## src/rtl/video_timing_gen_pkg.sv

```systemverilog
`default_nettype none
// +----------------------------------------------------------------------------+
// | Module      : video_timing_gen_pkg                                         |
// | Description : Shared raster timing types and the 720p default timing.      |
// | Revision    : 1.0  initial release                                         |
// +----------------------------------------------------------------------------+
package video_timing_gen_pkg;

  // Raster counters are 11 bits wide, so the largest usable total is 2047.
  localparam int CNT_W   = 11;
  localparam int CNT_MAX = 2047;

  typedef logic [CNT_W-1:0] count_t;

  typedef struct packed {
    count_t h_active;
    count_t h_fp;
    count_t h_sync;
    count_t h_bp;
    count_t v_active;
    count_t v_fp;
    count_t v_sync;
    count_t v_bp;
  } video_timing_t;

  localparam video_timing_t TIMING_720P = '{
    h_active: 11'd1280, h_fp: 11'd110, h_sync: 11'd40, h_bp: 11'd220,
    v_active: 11'd720,  v_fp: 11'd5,   v_sync: 11'd5,  v_bp: 11'd20
  };

endpackage
`default_nettype wire

```

## src/rtl/video_timing_gen_sync_delay_line.sv

```systemverilog
`default_nettype none
// +----------------------------------------------------------------------------+
// | Module      : sync_delay_line                                              |
// | Description : Reset-cleared shift register for the {hsync,vsync,de} bundle.|
// |               Each bit resets to its own inactive level (RESET_VAL).       |
// | Revision    : 1.0  initial release                                         |
// +----------------------------------------------------------------------------+
module sync_delay_line #(
  parameter int               WIDTH     = 3,
  parameter int               DEPTH     = 4,
  parameter logic [WIDTH-1:0] RESET_VAL = '0
) (
  input  logic             pixel_clk_i,
  input  logic             reset_i,
  input  logic [WIDTH-1:0] data_i,
  output logic [WIDTH-1:0] data_o
);

  logic [WIDTH-1:0] stage_q [DEPTH];

  // Shift the bundle one stage per pixel clock; reset forces every stage inactive.
  always_ff @(posedge pixel_clk_i or posedge reset_i) begin
    if (reset_i) begin
      for (int i = 0; i < DEPTH; i++) stage_q[i] <= RESET_VAL;
    end else begin
      stage_q[0] <= data_i;
      for (int i = 1; i < DEPTH; i++) stage_q[i] <= stage_q[i-1];
    end
  end

  assign data_o = stage_q[DEPTH-1];

endmodule
`default_nettype wire

```

## src/rtl/video_timing_gen.sv

```systemverilog
`default_nettype none
// +----------------------------------------------------------------------------+
// | Module      : video_timing_gen                                             |
// | Description : Raster timing source. Produces raw hsync/vsync for the       |
// |               renderer, then realigns the rendered pixel stream with       |
// |               delayed sync/data-enable for the display PHY.                |
// | Revision    : 1.0  initial release                                         |
// +----------------------------------------------------------------------------+
module video_timing_gen
  import video_timing_gen_pkg::*;
#(
  parameter int H_ACTIVE = int'(TIMING_720P.h_active),
  parameter int H_FP     = int'(TIMING_720P.h_fp),
  parameter int H_SYNC   = int'(TIMING_720P.h_sync),
  parameter int H_BP     = int'(TIMING_720P.h_bp),
  parameter int V_ACTIVE = int'(TIMING_720P.v_active),
  parameter int V_FP     = int'(TIMING_720P.v_fp),
  parameter int V_SYNC   = int'(TIMING_720P.v_sync),
  parameter int V_BP     = int'(TIMING_720P.v_bp),
  parameter bit SYNC_POL = 1'b1,
  parameter int LATENCY  = 4
) (
  input  logic        pixel_clk_i,
  input  logic        reset_i,
  output logic        hsync_o,
  output logic        vsync_o,
  input  logic [31:0] pixel_data_i,
  output logic        disp_hsync_o,
  output logic        disp_vsync_o,
  output logic        disp_de_o,
  output logic [23:0] disp_rgb_o,
  output logic        frame_start_o
);

  localparam int H_TOTAL = H_ACTIVE + H_FP + H_SYNC + H_BP;
  localparam int V_TOTAL = V_ACTIVE + V_FP + V_SYNC + V_BP;

  if (H_TOTAL > CNT_MAX || V_TOTAL > CNT_MAX) begin : g_range_err
    $error("video_timing_gen: H_TOTAL/V_TOTAL exceed the 11-bit counter range");
  end
  if (LATENCY < 1) begin : g_latency_err
    $error("video_timing_gen: LATENCY must be at least 1");
  end

  localparam count_t H_LAST    = count_t'(H_TOTAL - 1);
  localparam count_t V_LAST    = count_t'(V_TOTAL - 1);
  localparam count_t H_ACT_END = count_t'(H_ACTIVE);
  localparam count_t V_ACT_END = count_t'(V_ACTIVE);
  localparam count_t HS_START  = count_t'(H_ACTIVE + H_FP);
  localparam count_t HS_END    = count_t'(H_ACTIVE + H_FP + H_SYNC);
  localparam count_t VS_START  = count_t'(V_ACTIVE + V_FP);
  localparam count_t VS_END    = count_t'(V_ACTIVE + V_FP + V_SYNC);
  localparam logic   SYNC_ACT  = SYNC_POL;
  localparam logic   SYNC_IDLE = ~SYNC_POL;

  count_t h_cnt_q, h_cnt_d;
  count_t v_cnt_q, v_cnt_d;
  logic   hsync_q, hsync_d;
  logic   vsync_q, vsync_d;
  logic   de_raw_q, de_raw_d;
  logic   frame_start_q, frame_start_d;
  logic   disp_hsync_q, disp_vsync_q, disp_de_q;
  logic [23:0] disp_rgb_q;
  logic [2:0]  dly_w;
  logic        unused_alpha;

  // Alpha byte is carried by the renderer but never displayed.
  assign unused_alpha = ^pixel_data_i[7:0];

  // Raster position: h wraps every line, v advances only on the h wrap.
  always_comb begin
    h_cnt_d = h_cnt_q + count_t'(1);
    v_cnt_d = v_cnt_q;
    if (h_cnt_q == H_LAST) begin
      h_cnt_d = '0;
      v_cnt_d = (v_cnt_q == V_LAST) ? '0 : v_cnt_q + count_t'(1);
    end
  end

  // Decode the current position into sync/de/frame-start levels.
  always_comb begin
    hsync_d       = (h_cnt_q >= HS_START && h_cnt_q < HS_END) ? SYNC_ACT : SYNC_IDLE;
    vsync_d       = (v_cnt_q >= VS_START && v_cnt_q < VS_END) ? SYNC_ACT : SYNC_IDLE;
    de_raw_d      = (h_cnt_q < H_ACT_END) && (v_cnt_q < V_ACT_END);
    frame_start_d = (h_cnt_q == '0) && (v_cnt_q == '0);
  end

  // Counters and registered raw decode; reset restarts a fresh frame at (0,0).
  always_ff @(posedge pixel_clk_i or posedge reset_i) begin
    if (reset_i) begin
      h_cnt_q       <= '0;
      v_cnt_q       <= '0;
      hsync_q       <= SYNC_IDLE;
      vsync_q       <= SYNC_IDLE;
      de_raw_q      <= 1'b0;
      frame_start_q <= 1'b0;
    end else begin
      h_cnt_q       <= h_cnt_d;
      v_cnt_q       <= v_cnt_d;
      hsync_q       <= hsync_d;
      vsync_q       <= vsync_d;
      de_raw_q      <= de_raw_d;
      frame_start_q <= frame_start_d;
    end
  end

  sync_delay_line #(
    .WIDTH    (3),
    .DEPTH    (LATENCY),
    .RESET_VAL({SYNC_IDLE, SYNC_IDLE, 1'b0})
  ) u_sync_delay (
    .pixel_clk_i(pixel_clk_i),
    .reset_i    (reset_i),
    .data_i     ({hsync_q, vsync_q, de_raw_q}),
    .data_o     (dly_w)
  );

  // Display side: one register after the delay line, capturing pixel data gated by delayed de.
  always_ff @(posedge pixel_clk_i or posedge reset_i) begin
    if (reset_i) begin
      disp_hsync_q <= SYNC_IDLE;
      disp_vsync_q <= SYNC_IDLE;
      disp_de_q    <= 1'b0;
      disp_rgb_q   <= '0;
    end else begin
      disp_hsync_q <= dly_w[2];
      disp_vsync_q <= dly_w[1];
      disp_de_q    <= dly_w[0];
      disp_rgb_q   <= dly_w[0] ? pixel_data_i[31:8] : 24'h0;
    end
  end

  assign hsync_o       = hsync_q;
  assign vsync_o       = vsync_q;
  assign frame_start_o = frame_start_q;
  assign disp_hsync_o  = disp_hsync_q;
  assign disp_vsync_o  = disp_vsync_q;
  assign disp_de_o     = disp_de_q;
  assign disp_rgb_o    = disp_rgb_q;

endmodule
`default_nettype wire

```

## config.mk

```make
export PLATFORM = sky130hd
export DESIGN_NAME = video_timing_gen
export DESIGN_NICKNAME = d
export VERILOG_FILES = /design/src/rtl/video_timing_gen_pkg.sv /design/src/rtl/video_timing_gen_sync_delay_line.sv /design/src/rtl/video_timing_gen.sv
export SDC_FILE = /design/constraint.sdc
export NUM_CORES = 1
export LEC_CHECK = 0
export CAP_MARGIN = 20
export CORE_UTILIZATION = 41
export CTS_CLUSTER_SIZE = 40
export DETAILED_ROUTE_END_ITERATION = 10
export GPL_TIMING_DRIVEN = 1
export PLACE_DENSITY = 0.71
export SLEW_MARGIN = 20
export SYNTH_ARGS = -nofsm -noshare
export SYNTH_HDL_FRONTEND = slang
export SYNTH_HIERARCHICAL = 1
export SYNTH_SLANG_ARGS = --single-unit
```

## constraint.sdc

```tcl
create_clock -name pixel_clk_i -period 1.5 [get_ports pixel_clk_i]
set_input_delay 0.3 -clock pixel_clk_i [delete_from_list [all_inputs] [get_ports pixel_clk_i]]
set_output_delay 0.3 -clock pixel_clk_i [all_outputs]
set_load 0.02 [all_outputs]
```

-- Word-level counts from Yosys, hierarchy flattened
Cells that the tools add are included.
- $add $sub $neg: 2
- multipliers: 0
- div/mod/pow operators: 0
- order comparisons: 6
- equality and inequality tests: 2
- shifts and indexed selects: 0
- muxes and demuxes: 5
- bitwise gates (word level): 0
- reduce and logical (&&, ||, !) cells: 6
- operators by type and width (cell ; count):
    2-to-1 mux 24 bit ; 1
    adder 11 x 1 -> 11 bit (second input constant) ; 2
    zero test 11 bit ; 2
    less-than comparator 11 x 10 -> 1 bit (second input constant) ; 2
    less-than comparator 11 bit (second input constant) ; 2
    2-to-1 mux 11 bit ; 2
    == test 11 x 10 -> 1 bit (second input constant) ; 1
    == test 11 bit (second input constant) ; 1
    greater-or-equal comparator 11 x 10 -> 1 bit (second input constant) ; 1
    greater-or-equal comparator 11 bit (second input constant) ; 1
    logical AND 1 bit ; 4
    2-to-1 mux 1 bit ; 2
- register bits after elaboration: 65
- bits in latches: 0
- memory bits (writable): 0
- memory bits (read-only): 0
- output and inout port bits: 30
- word-level logic and storage cells: 35
- memories: 0

-- Logic depth before layout (Yosys ltp)
- word-level depth: 3
- depth in mapped cells: 7

-- Hierarchy
The synthesis kept the hierarchy.
- modules (own cells, without submodules) (module ; instances ; cells each ; area an instance (um^2) ; seq. area each (um^2)):
    video_timing_gen ; 1 ; 203 ; 2274.7 ; 1326.3
    sync_delay_line ; 1 ; 16 ; 326.6 ; 300.3

-- Worst setup path after synthesis
No wires, ideal clock.
- path type: register to register
- start point: reg h_cnt_q[1]
- end point: reg h_cnt_q[10]
- data arrival time: 1390 ps
- data required time: 1384 ps
- setup slack: -5 ps
- stages on the path, launching flop included: 8
- clock period less this slack: 1505 ps
- cell sequence: dfrtp_1 > inv_1 > ha_1 > and3_1 > nand3_2 > clkbuf_1 > nand3_1 > o311ai_0
- word-level cells in the longest chain between the ends: 2
- elaborated cells between the ends (all ways): 3
- those cells by class: add/sub: 1; eq/ne: 1; mux: 1
- RTL lines (element ; line ; source):
    start, declared ; video_timing_gen.sv:56 ; count_t h_cnt_q, h_cnt_d;
    start signal, assigned ; video_timing_gen.sv:98 ; h_cnt_q <= h_cnt_d;
    adder 11 x 1 -> 11 bit / == test 11 bit (equally long branches) ; video_timing_gen.sv:72, video_timing_gen.sv:74 ;
    2-to-1 mux 11 bit (*) ; video_timing_gen.sv:74 ; if (h_cnt_q == H_LAST) begin
    named net h_cnt_d[10] ; video_timing_gen.sv:56 ;
Mark *: on every way through the listed nets, which the timed path passes. The rest lies on a longest branch.
A chain may end at the register's enable or synchronous reset.

-- Worst setup path in the final report
- start point: reg h_cnt_q[2]
- end point: reg v_cnt_q[5]
- word-level cells in the longest chain between the ends: 1
- RTL lines (element ; line ; source):
    == test 11 bit ; video_timing_gen.sv:74 ;
    end signal, assigned ; video_timing_gen.sv:99 ; v_cnt_q <= v_cnt_d;
    end, declared ; video_timing_gen.sv:57 ; count_t v_cnt_q, v_cnt_d;
Every way passes these cells.

==> results.toml <==
[run_status]
run_status = "finished with violations"
violations = "negative setup slack"

[worst_setup_path]
timing.critical_path.max_delay_family = "simple AND/OR/NAND/NOR gates"
cp.required_ps = 1770
cp_data_arrival_time_ps = 1850
crit_path_max_incr_delay_ps = 410
r2r_slack_ps = -80
critical_path_class = "reg2reg"
crit_slowest_cell = "dfrtp_1"
crit_buf_inv = 1
setup.worst_path.start_class = "register"
worstSetupEndpointType = "register"
cp_max_fo = 8
cp_cell_sequence = "nor4_4 > buf_4 > nand3_4 > or3_1 > o21ai_1"

[logic_synthesis]
post-synth-top-area-cell = "dfrtp_1"
synth_sequential_area_ratio_pct = 62.5
syn-num-nets = 260
post_synth.cell_area_avg_um2 = 11.9
postSynthRegisterBits = 65
yosys.cell_types.count = 38
synth_top_cells_by_area = "dfrtp_1, and2_1, ha_1, nand2_1, nand4_1"
number_of_warnings_reported_in_the_yosys_synthesis_log = 6
netlist.area_leader.share_pct = 62.5
netlist_area_um2 = 2600
synth_cells = 219

[die]
design.die.area_um2 = 6670
die_y_extent_um = 81.7
floorplan.initialDensity_pct = 43.2
die_width_um = 81.7
design.portCount = 64
floorplan.rows = 28
core_um2 = 6030

[place]
finalWeightedCongestion = 0.796
placed_cells = 367
dp_hpwl_mm = 3.63
placement.io_buffers = 55

[clock_tree]
clock_latency_ps = 340
cts.reportedPaths.clkPinSlew_ps = 80
cts_root_buffer = "clkbuf_8"
number_of_buffers_created_by_cts = 9
clock_path_buffers = 2
cts_tree = "built"
cts.hold.buffers_added = 0
clock_sink_count = 65
cts_max_level = 3

[route]
drt_drc_violations_left = 0
ant_nets = 0
vias = 1896
route.detailed.vias_per_inst = 4.94
drt-initial-drc-count = 87
drt_pass1_iterations = 4
avgRoutedWirePerCell_um = 14.1
drt-total-wl_mm = 5.40

[finish]
area_of_combinational_cells_with_multiple_inputs_um2 = 937
layoutNonFillerInstCount = 384
final_common_cell = "dfrtp_1"
area_delta_synth_final_pct = 40.6
post_route_cells_drive_above_1_share_pct = 19.4
final-seq-area_um2 = 1630
fin_util_pct = 60.7
fillerInstances = 506
diodes = 0
most_used_cells_in_the_layout_excluding_fill_and_tap_cells = "dfrtp_1, dlygate4sd2_1, and2_1"
design.final.nets = 345

[run]
cap_violations = 0

[global_route]
grt_first_pass_wirelength_mm = 8.98
grt_antenna_before_repair = 0
gr-usage-all-layers_pct = 18.2
overflow = 0
largest_net_degree_at_the_start_of_global_routing = 54
first_global_vias = 1943

[timing]
fin_worst_skew_ps = 8.79
fmax_ghz = 0.633
finalMaxSlewViolations = 0
final_critical_path_setup_slack_ps = -80.2
grt_setup_unrepaired = "true"
fin_crit_ps = 1580
worst-slew-pin-transition_ps = 512
report.final.setup_viol = 13
timing.setup.tns_ps = -474
holdWs_ps = 326
final-hold-violation-count = 0
layout_worst_path_cycle_share_pct = 105
worst_rel_slew_slack_pct = 65.9

[power_and_ir_drop]
power.static_leakage_nw = 1.66
combPwrFrac_pct = 6.1
internal_power_mw = 2.69
cellPowerDensity_nw_per_um2 = 964
max-vdd-ir-drop_mv = 0.741
p_sw_share_pct = 23.8
power.share.sequential_pct = 50.8
fin_total_pwr_mw = 3.53
power.switching_mw = 0.840
pwr-share-clk_pct = 43.2

[worst_hold_path]
min-delay-path-class = "in2async"
[kinds of logic after synthesis]
group	after synthesis	synth area share [%]
xor gates and xnor gates	9	3.03
adders and majority gates	7	3.37
and+or+nand+nor	90	20.5
buffers and inverters	21	3.66
DFF	65	62.5
AOI/OAI and AO/OA	24	5.72
muxes	3	1.15
[worst reg2reg max path: stages (launching register included)]
cell and delay (ps):
dfrtp_1 410, nor4_4 340, buf_4 190, nand3_4 150
or3_1 350, o21ai_1 70
[stage by stage]
step | cell area [µm²] | setup WS, ps
6_report | 3660 | -80.2
5_1_grt | 3660 | -123
4_1_cts | 3650 | -38.5
3_5_place_dp | 3410 | -87.7
3_3_place_gp | 3410 | -28.5
2_1_floorplan | 2610 | 23.7
[power groups by stage]
stage	combinational, mW	sequential (mW)	clock [mW]
floorplan	0.0481	1.87	0
global placement	0.239	1.83	0
detailed placement	0.241	1.83	0
CTS	0.219	1.79	1.57
global route	0.235	1.79	1.65
finish	0.214	1.79	1.52
[registers in the layout (all words and copies together) (netlist names)]
signal,count
h_cnt_q,11
hsync_o,1
de_raw_q,1
v_cnt_q,11
u_sync_delay/stage_q,9
disp_rgb_o,24
vsync_o,1
disp_hsync_o,1
frame_start_o,1
u_sync_delay/data_o,3
disp_de_o,1
disp_vsync_o,1
[path summary, 6_finish.rpt]
path	startpoint	end	cells past startpoint
max reg2reg	h_cnt_q[2]	v_cnt_q[5]	5
min	reset_i	u_sync_delay/stage_q[5]	2
max in group asynchronous	reset_i	v_cnt_q[4]	3
min reg2reg	u_sync_delay/data_o[2]	disp_hsync_o	0
max	h_cnt_q[2]	v_cnt_q[5]	5
min in group pixel_clk_i	u_sync_delay/data_o[2]	disp_hsync_o	0
[what timing repair did]
action / CTS / global route
resized for setup: 44 / 4
buffers inserted: 1 / 0
endpoints found under the setup margin: 42 / 17
pin swaps: 6 / 2
[final cells by class]
class | count | share of cell area (%)
Clock buffer | 9 | 3.39
Clock inverter | 7 | 2.29
Inverter | 12 | 1.33
Sequential cell | 65 | 44.5
Timing Repair Buffer | 83 | 20.3
Multi-Input combinational cell | 133 | 25.6
Tap cell | 75 | 2.56
[synth_stat cells]
| master | number |
|---|---|
| ha_1 | 7 |
| inv_1 | 12 |
| nor4b_1 | 2 |
| a31oi_1 | 2 |
| o31ai_1 | 2 |
| and4_1 | 1 |
| and4b_1 | 1 |
| or3_1 | 3 |
| and3_1 | 5 |
| nor3b_1 | 1 |
| buf_4 | 4 |
| and2_0 | 1 |
| o22ai_1 | 1 |
| xor2_1 | 4 |
| nand2b_1 | 2 |
| and4bb_2 | 1 |
| o211ai_1 | 3 |
| and3b_1 | 1 |
| nor3_1 | 1 |
| nand3_2 | 1 |
| a21o_1 | 1 |
| mux2i_1 | 3 |
| nand4_1 | 8 |
| nor2_1 | 10 |
| o311ai_0 | 2 |
| nor4_2 | 1 |
| dfrtp_1 | 65 |
| xnor2_1 | 5 |
| buf_2 | 1 |
| nand2_1 | 16 |
| a21oi_1 | 7 |
| a211oi_1 | 1 |
| nor4_4 | 1 |
| nand3_1 | 7 |
| nor4_1 | 1 |
| clkbuf_1 | 4 |
| o21ai_0 | 5 |
| and2_1 | 26 |
[routing by layer]
metal,global-route usage [%],up-vias,routed length (µm)
met3,4.11,10,385
met1,23.8,914,2430
met2,28.5,64,2490
li1,-,908,-
met4,9.12,0,92
met5,0,-,0
No activity file was read; power rests on OpenSTA's default activity.
